File: src/rtl/sram_controller_pkg.sv
// Shared types and defaults for the 32-bit-to-16-bit SRAM access controller.
package sram_pkg;

    typedef enum logic [1:0] {
        IDLE = 2'd0,
        LO   = 2'd1,
        HI   = 2'd2,
        DONE = 2'd3
    } state_t;

    localparam int          SRAM_ADDR_W           = 18;
    localparam int          SRAM_DATA_W           = 16;
    localparam int          DEFAULT_ACCESS_CYCLES = 2;
    localparam logic [31:0] DEFAULT_BASE_ADDR     = 32'd1024;

endpackage

File: src/rtl/sram_controller_access_timer.sv
// Phase counter: counts 0..ACCESS_CYCLES-1 within one half-word phase and flags the last cycle.
module access_timer #(
    parameter int ACCESS_CYCLES = 2
) (
    input  logic clk,
    input  logic rst,
    input  logic i_clear,
    input  logic i_en,
    output logic o_phase_last
);

    localparam int             CW   = (ACCESS_CYCLES > 1) ? $clog2(ACCESS_CYCLES) : 1;
    localparam logic [CW-1:0]  LAST = CW'(ACCESS_CYCLES - 1);

    logic [CW-1:0] r_count;

    // Saturates on the last cycle so a stalled phase cannot wrap.
    always_ff @(posedge clk) begin
        if (rst || i_clear) begin
            r_count <= '0;
        end else if (i_en && !o_phase_last) begin
            r_count <= r_count + CW'(1);
        end
    end

    assign o_phase_last = (r_count == LAST);

endmodule

File: src/rtl/sram_controller.sv
// Splits each 32-bit load/store into two fixed-length half-word phases on a 16-bit SRAM,
// holding ready low until the word transfer completes.
module sram_controller
    import sram_pkg::*;
#(
    parameter int          ACCESS_CYCLES = DEFAULT_ACCESS_CYCLES,
    parameter logic [31:0] BASE_ADDR     = DEFAULT_BASE_ADDR
) (
    input  logic                   clk,
    input  logic                   rst,
    input  logic                   rd_en,
    input  logic                   wr_en,
    input  logic [31:0]            address,
    input  logic [31:0]            write_data,
    output logic [31:0]            read_data,
    output logic                   ready,
    output logic [SRAM_ADDR_W-1:0] sram_addr,
    output logic                   sram_we_n,
    output logic [SRAM_DATA_W-1:0] sram_dq_out,
    output logic                   sram_dq_oe,
    input  logic [SRAM_DATA_W-1:0] sram_dq_in
);

    state_t        r_state;
    state_t        w_next;
    logic          r_write;
    logic [16:0]   r_word;
    logic [31:0]   r_wdata;
    logic [31:0]   r_read_data;

    logic          w_req;
    logic          w_accept;
    logic          w_busy;
    logic          w_timer_clear;
    logic          w_phase_last;
    logic [31:0]   w_offset;
    logic          w_unused;

    assign w_req    = rd_en | wr_en;
    assign w_busy   = (r_state == LO) || (r_state == HI);
    assign w_offset = address - BASE_ADDR;
    // Only word bits that reach the 18-bit half-word address are kept.
    assign w_unused = ^{w_offset[31:19], w_offset[1:0]};

    access_timer #(
        .ACCESS_CYCLES(ACCESS_CYCLES)
    ) u_timer (
        .clk         (clk),
        .rst         (rst),
        .i_clear     (w_timer_clear),
        .i_en        (w_busy),
        .o_phase_last(w_phase_last)
    );

    always_comb begin
        w_next        = r_state;
        w_accept      = 1'b0;
        w_timer_clear = 1'b0;
        case (r_state)
            IDLE: begin
                if (w_req) begin
                    w_next        = LO;
                    w_accept      = 1'b1;
                    w_timer_clear = 1'b1;
                end
            end
            LO: begin
                if (w_phase_last) begin
                    w_next        = HI;
                    w_timer_clear = 1'b1;
                end
            end
            HI: begin
                if (w_phase_last) begin
                    w_next = DONE;
                end
            end
            default: w_next = IDLE;
        endcase
    end

    // Write wins when both request lines are high.
    always_ff @(posedge clk) begin
        if (rst) begin
            r_state <= IDLE;
            r_write <= 1'b0;
            r_word  <= '0;
            r_wdata <= '0;
        end else begin
            r_state <= w_next;
            if (w_accept) begin
                r_write <= wr_en;
                r_word  <= w_offset[18:2];
                r_wdata <= write_data;
            end
        end
    end

    // A reset that aborts a read keeps whatever half was already captured.
    always_ff @(posedge clk) begin
        if (rst) begin
            if (!w_busy) begin
                r_read_data <= '0;
            end
        end else if (!r_write && w_phase_last) begin
            if (r_state == LO) begin
                r_read_data[15:0] <= sram_dq_in;
            end else if (r_state == HI) begin
                r_read_data[31:16] <= sram_dq_in;
            end
        end
    end

    assign read_data = r_read_data;

    always_comb begin
        ready       = 1'b0;
        sram_addr   = '0;
        sram_we_n   = 1'b1;
        sram_dq_oe  = 1'b0;
        sram_dq_out = '0;
        case (r_state)
            IDLE: ready = ~w_req;
            DONE: ready = 1'b1;
            default: begin
                sram_addr  = {r_word, (r_state == HI)};
                sram_we_n  = ~r_write;
                sram_dq_oe = r_write;
                if (r_write) begin
                    sram_dq_out = (r_state == HI) ? r_wdata[31:16] : r_wdata[15:0];
                end
            end
        endcase
    end

endmodule

File: config.mk
export PLATFORM = sky130hd
export DESIGN_NAME = sram_controller
export DESIGN_NICKNAME = d
export VERILOG_FILES = /design/src/rtl/sram_controller_pkg.sv /design/src/rtl/sram_controller_access_timer.sv /design/src/rtl/sram_controller.sv
export SDC_FILE = /design/constraint.sdc
export NUM_CORES = 1
export LEC_CHECK = 0
export ABC_AREA = 1
export CORE_UTILIZATION = 47
export DETAILED_ROUTE_END_ITERATION = 10
export PLACE_DENSITY = 0.86
export RECOVER_POWER = 25
export SYNTH_ARGS = -nofsm -noshare
export SYNTH_HDL_FRONTEND = slang
export SYNTH_SLANG_ARGS = --single-unit
export TNS_END_PERCENT = 30
File: constraint.sdc
create_clock -name clk -period 8.05 [get_ports clk]
set_input_delay 1.61 -clock clk [delete_from_list [all_inputs] [get_ports clk]]
set_output_delay 1.61 -clock clk [all_outputs]
set_load 0.02 [all_outputs]
Yosys cells after proc, flatten, opt, wreduce, memory -nomap -nowiden
Cells that the tools add are included. W data, S select, Z words.

Mux-type cells: 21. Reduce and logical (&&, ||, !) cells: 14. $add $sub $neg: 2. Bitwise operators: 3. Eq/ne operators: 8.

Operator list (count): $mux W16 (6); $mux W32 (3); $sub A19 B11 Y19 const B (1); $mux W18 (1); $mux W2 (3); $ne A2 B2 Y1 const B (3); $pmux W2 S3 (1); $reduce_and A3 Y1 (2); $reduce_bool A2 Y1 (3); $mux W1 (5); $eq A2 B2 Y1 const B (2); $ne A2 B1 Y1 const B (2); $pmux W1 S2 (2); $reduce_and A4 Y1 (1); $eq A2 B1 Y1 const B (1); $logic_and A1 B1 Y1 (2); $logic_not A1 Y1 (2); $logic_not A2 Y1 (1); $logic_or A1 B1 Y1 (2); $not A1 Y1 (2); $reduce_or A2 Y1 (1); $add A1 B1 Y1 const B (1); $or A1 B1 Y1 (1).

Word-level logic and storage cells: 55. Flip-flop bits (word level): 85.

Depth between registers and ports, before layout
Word-level depth: 5. Mapped depth: 9. Mapped depth without buffers: 8.

By module
Synthesis repeated with hierarchy kept, for this count alone.

Cells, all modules: 449. Area total of the unflattened synthesis: 3634.7 sq um.

Modules (own cells, without submodules): sram_controller (area each 3595.9 sq um, cells an instance 443, times used 1, seq. area each 2001.9 sq um); access_timer (area each 38.8 sq um, cells an instance 6, times used 1, seq. area each 20.0 sq um).

Worst setup path after synthesis
OpenSTA, ideal clock, no wires.

Kind: input -> output. Start point: input port rd_en. End point: output port ready. Buffers on the path: 0. Slack: 4409 ps. Data arrival time: 2031 ps. Required time: 6440 ps. Stages on the path: 3. Cell sequence: inv_2 > a31oi_1 > nor2_1.

Cells in the longest elaborated chain, start to end: 3.

Ends and longest elaborated chain: from (decl) (RTL line sram_controller.sv:11) `input logic rd_en,`; $or A1 B1 Y1 (RTL line sram_controller.sv:39) `assign w_req = rd_en | wr_en;`; $not A1 Y1 (RTL line sram_controller.sv:123) `IDLE: ready = ~w_req;`; $pmux W1 S2 (RTL line sram_controller.sv:122) `case (r_state)`; to (decl) (RTL line sram_controller.sv:16) `output logic ready,`.

No other way between the ends.

Worst setup path after layout
Start point: input port rst. End point: register r_read_data[2], in the netlist read_data[2], enable pin.

Cells in the longest elaborated chain, start to end: 2. Elaborated cells on any way between the ends: 4. Classes of those cells: eq/ne (1); reduce/logical (3).

Ends and longest elaborated chain: from (decl) (RTL line sram_controller.sv:10) `input logic rst,`; $ne A2 B2 Y1 (no source line) / $reduce_bool A2 Y1 (equally long branches); $reduce_and A3 Y1 (no source line) *; to (signal assigned) (RTL line sram_controller.sv:107) `r_read_data[15:0] <= sram_dq_in;`; to (decl) (RTL line sram_controller.sv:29) `logic [31:0] r_read_data;`.

Mark *: on every way between the ends. The rest lies on a longest branch, timed or not. A chain may end at the register's enable or synchronous reset.

==> flow_summary.toml <==
[yosys]
ys_ff_latch = 85
synth_top_area_share_pct = 28.1
syn_nets = 535
synth_area_leaders = "dfxtp_1 28%, edfxtp_1 25%, nor2_1 11%"
postSynthAreaPerCell_um2 = 8.46
synth.cell_area_um2 = 3770
yosysMostFrequentCell = "nor2_1"
synth_edf_count = 32
netlist_instances = 446
yosysUniqueCellTypes = 29
seq_area_frac_synth_pct = 53.6
yosys-top-cells-count = "110 x nor2_1, 53 x dfxtp_1, 52 x inv_1"
synth.largest_area_cell = "dfxtp_1"
ys_async_sr_fraction_pct = 0
synth_top_flop_cell = "dfxtp_1"
yosysWarnings = 0

[floorplanning]
dieArea_um2 = 8390
ioPinCount = 153
die_x_um = 91.6
core_um2 = 7770
rows = 32
start_util_pct = 48.6
die_h_um = 91.6

[critical_path]
required_ps = 8020
cp_slowest_cell = "o22ai_2"
cp_cell_sequence = "dlygate4sd3_1 -> clkbuf_1 -> inv_1 -> o22ai_2"
crit_cells = 4
crit_family = "buffers and inverters"
critPathKind = "in -> reg"
r2r_cells = 5
worst_ep_arrival_time_ps = 4870
cp-start-kind = "input pin"
cp-end-kind = "register"
critPathMaxStageDelay_ps = 1030
critical_path_buf_inv_count = 3
critPathMaxFanout = 52

[clocking]
cts.sinks = 85
htreeDepth = 3
cts_tree = "yes"
clk_pin_slew_ps = 80
cts_buffer_depth = 2
cts_resized = 0
clock_latency_ps = 350
cts_hold_buf = 0
clockRootBuffer = "clkbuf_8"
cts_buffers = 9
cts_setup_buffers = 0

[placement]
placed_area_um2 = 5120
post-place-ws_ps = 3510
gp_congestion = 0.806
port-buffer-count = 137
hpwlAfterDp_mm = 6.41
dpl.cell_count = 664

[finish]
ff_latch_area_um2 = 2020
drive_gt1_share_pct = 11.4
nets = 662
multiInputGateArea_um2 = 1370
final_area_um2 = 5320
instances_no_fill = 680
antenna-diode-count = 0
synthToLayoutAreaGrowth_pct = 41.0
fillers = 667

[job]
maxCapViolations = 0

[timing]
fin_skew_ps = 11.9
final-hold-violation-count = 0
worstMarginPinSlew_ps = 1330
rsz0062_at_grt = "no"
min_period_over_period_pct = 60.9
min_period_ps = 4910
drv_slew = 0
fmax_ghz = 0.204
finalSetupViolCount = 0
relSlewSlack_pct = 11.0
layout_setup_ws_ps = 3140
whs_ps = 497
setup-tns-final_ps = 0

[global_route]
grt.total_usage_pct = 23.5
grt_pass1_vias = 3247
antenna_found_initial = 0
grt_overflow = 0
grt_pass1_wl_mm = 15.5
grt_max_degree = 57

[detailed_routing]
via_per_inst = 4.94
wl_per_cell_um = 14.0
drtIter0Drc = 190
drt-total-wl_mm = 9.53
drc = 0
num_vias = 3361
ant_nets = 0
firstDrtPassIters = 4

[pwr]
ir_drop_uv = 194
powerDensity_nw_per_um2 = 319
p_leak_nw = 2.30

[worst_hold_path]
hold_path_depth = 2
hp-class = "reg -> reg"

[status]
status = "completed"
[cells by family after synthesis]
| logic type | count (synthesis) | share of synthesized area, % |
|---|---|---|
| and+or+nand+nor | 212 | 25.0 |
| DFF | 85 | 53.6 |
| buffers and inverters | 80 | 10.5 |
| AOI/OAI and AO/OA | 64 | 9.21 |
| adders and majority gates | 5 | 1.66 |
[routing by layer]
metal,track usage (%),wire length (µm),part of all wire (%)
met5,0,0,0
met4,11.0,250,2.6
met3,2.90,570,6.0
met2,41.7,4870,51
met1,28.2,3840,40
[worst reg2reg max path, cell delays in order, from the launching register on]
cell and delay (ps):
dfxtp_1 340, inv_1 110, ha_1 720, inv_2 360
o32ai_2 330, buf_4 300
[sequential cells by signal, indices dropped and copies added (netlist names)]
| name | count |
|---|---|
| r_write | 1 |
| r_wdata | 32 |
| r_state | 2 |
| read_data | 32 |
| u_timer.o_phase_last | 1 |
| r_word | 17 |
[layout make-up]
cell class | instances | share of cell area (%)
flip-flops and latches | 85 | 38.0
repair buffers | 139 | 26.0
multi-input cells | 281 | 25.7
inverters | 57 | 4.07
clock buffers | 12 | 3.34
well taps | 102 | 2.40
clock inverters | 4 | 0.541
[per-stage QoR]
step | total power [mW] | util, %
floorplan | 1.17 | -
global placement | 1.38 | 65.9
detailed placement | 1.41 | 65.9
CTS | 1.72 | 68.6
global route | 1.80 | 68.5
finish | 1.70 | 68.5
[path summary, 6_finish.rpt]
check	startpoint	to	slack (ps)
max	rst	read_data[2]	3140
min reg2reg	r_wdata[20]	r_wdata[20]	500
min	r_wdata[20]	r_wdata[20]	500
max reg2reg	r_state[0]	read_data[27]	5570
[power breakdown]
part	total [mW]	internal (mW)	switching (mW)	leakage, nW
sequential	0.659	0.592	0.0668	0.753
combinational	0.738	0.291	0.448	1.44
clock	0.300	0.150	0.150	0.100
[cell usage in the layout, fill, tap and decap left out]
cell / count
o21bai_2: 1
or2_2: 1
o21ai_1: 4
o22ai_2: 1
buf_4: 1
clkbuf_1: 2
a21oi_2: 2
clkinv_4: 2
a21oi_1: 6
a211oi_2: 1
clkbuf_16: 2
inv_2: 3
clkinv_1: 1
inv_4: 1
clkbuf_8: 9
clkdlybuf4s50_1: 123
dlygate4sd3_1: 14
nand2_2: 1
a31oi_1: 1
o32ai_2: 1
nor2_1: 110
and2_1: 1
dfxtp_1: 53
clkinvlp_4: 1
nand2_1: 33
nand3_1: 10
nand2_4: 2
nor2_2: 37
edfxtp_1: 32
nor3_1: 17
inv_1: 53
ha_1: 5
o21ai_0: 47
Power figures use the tool's default switching activity.
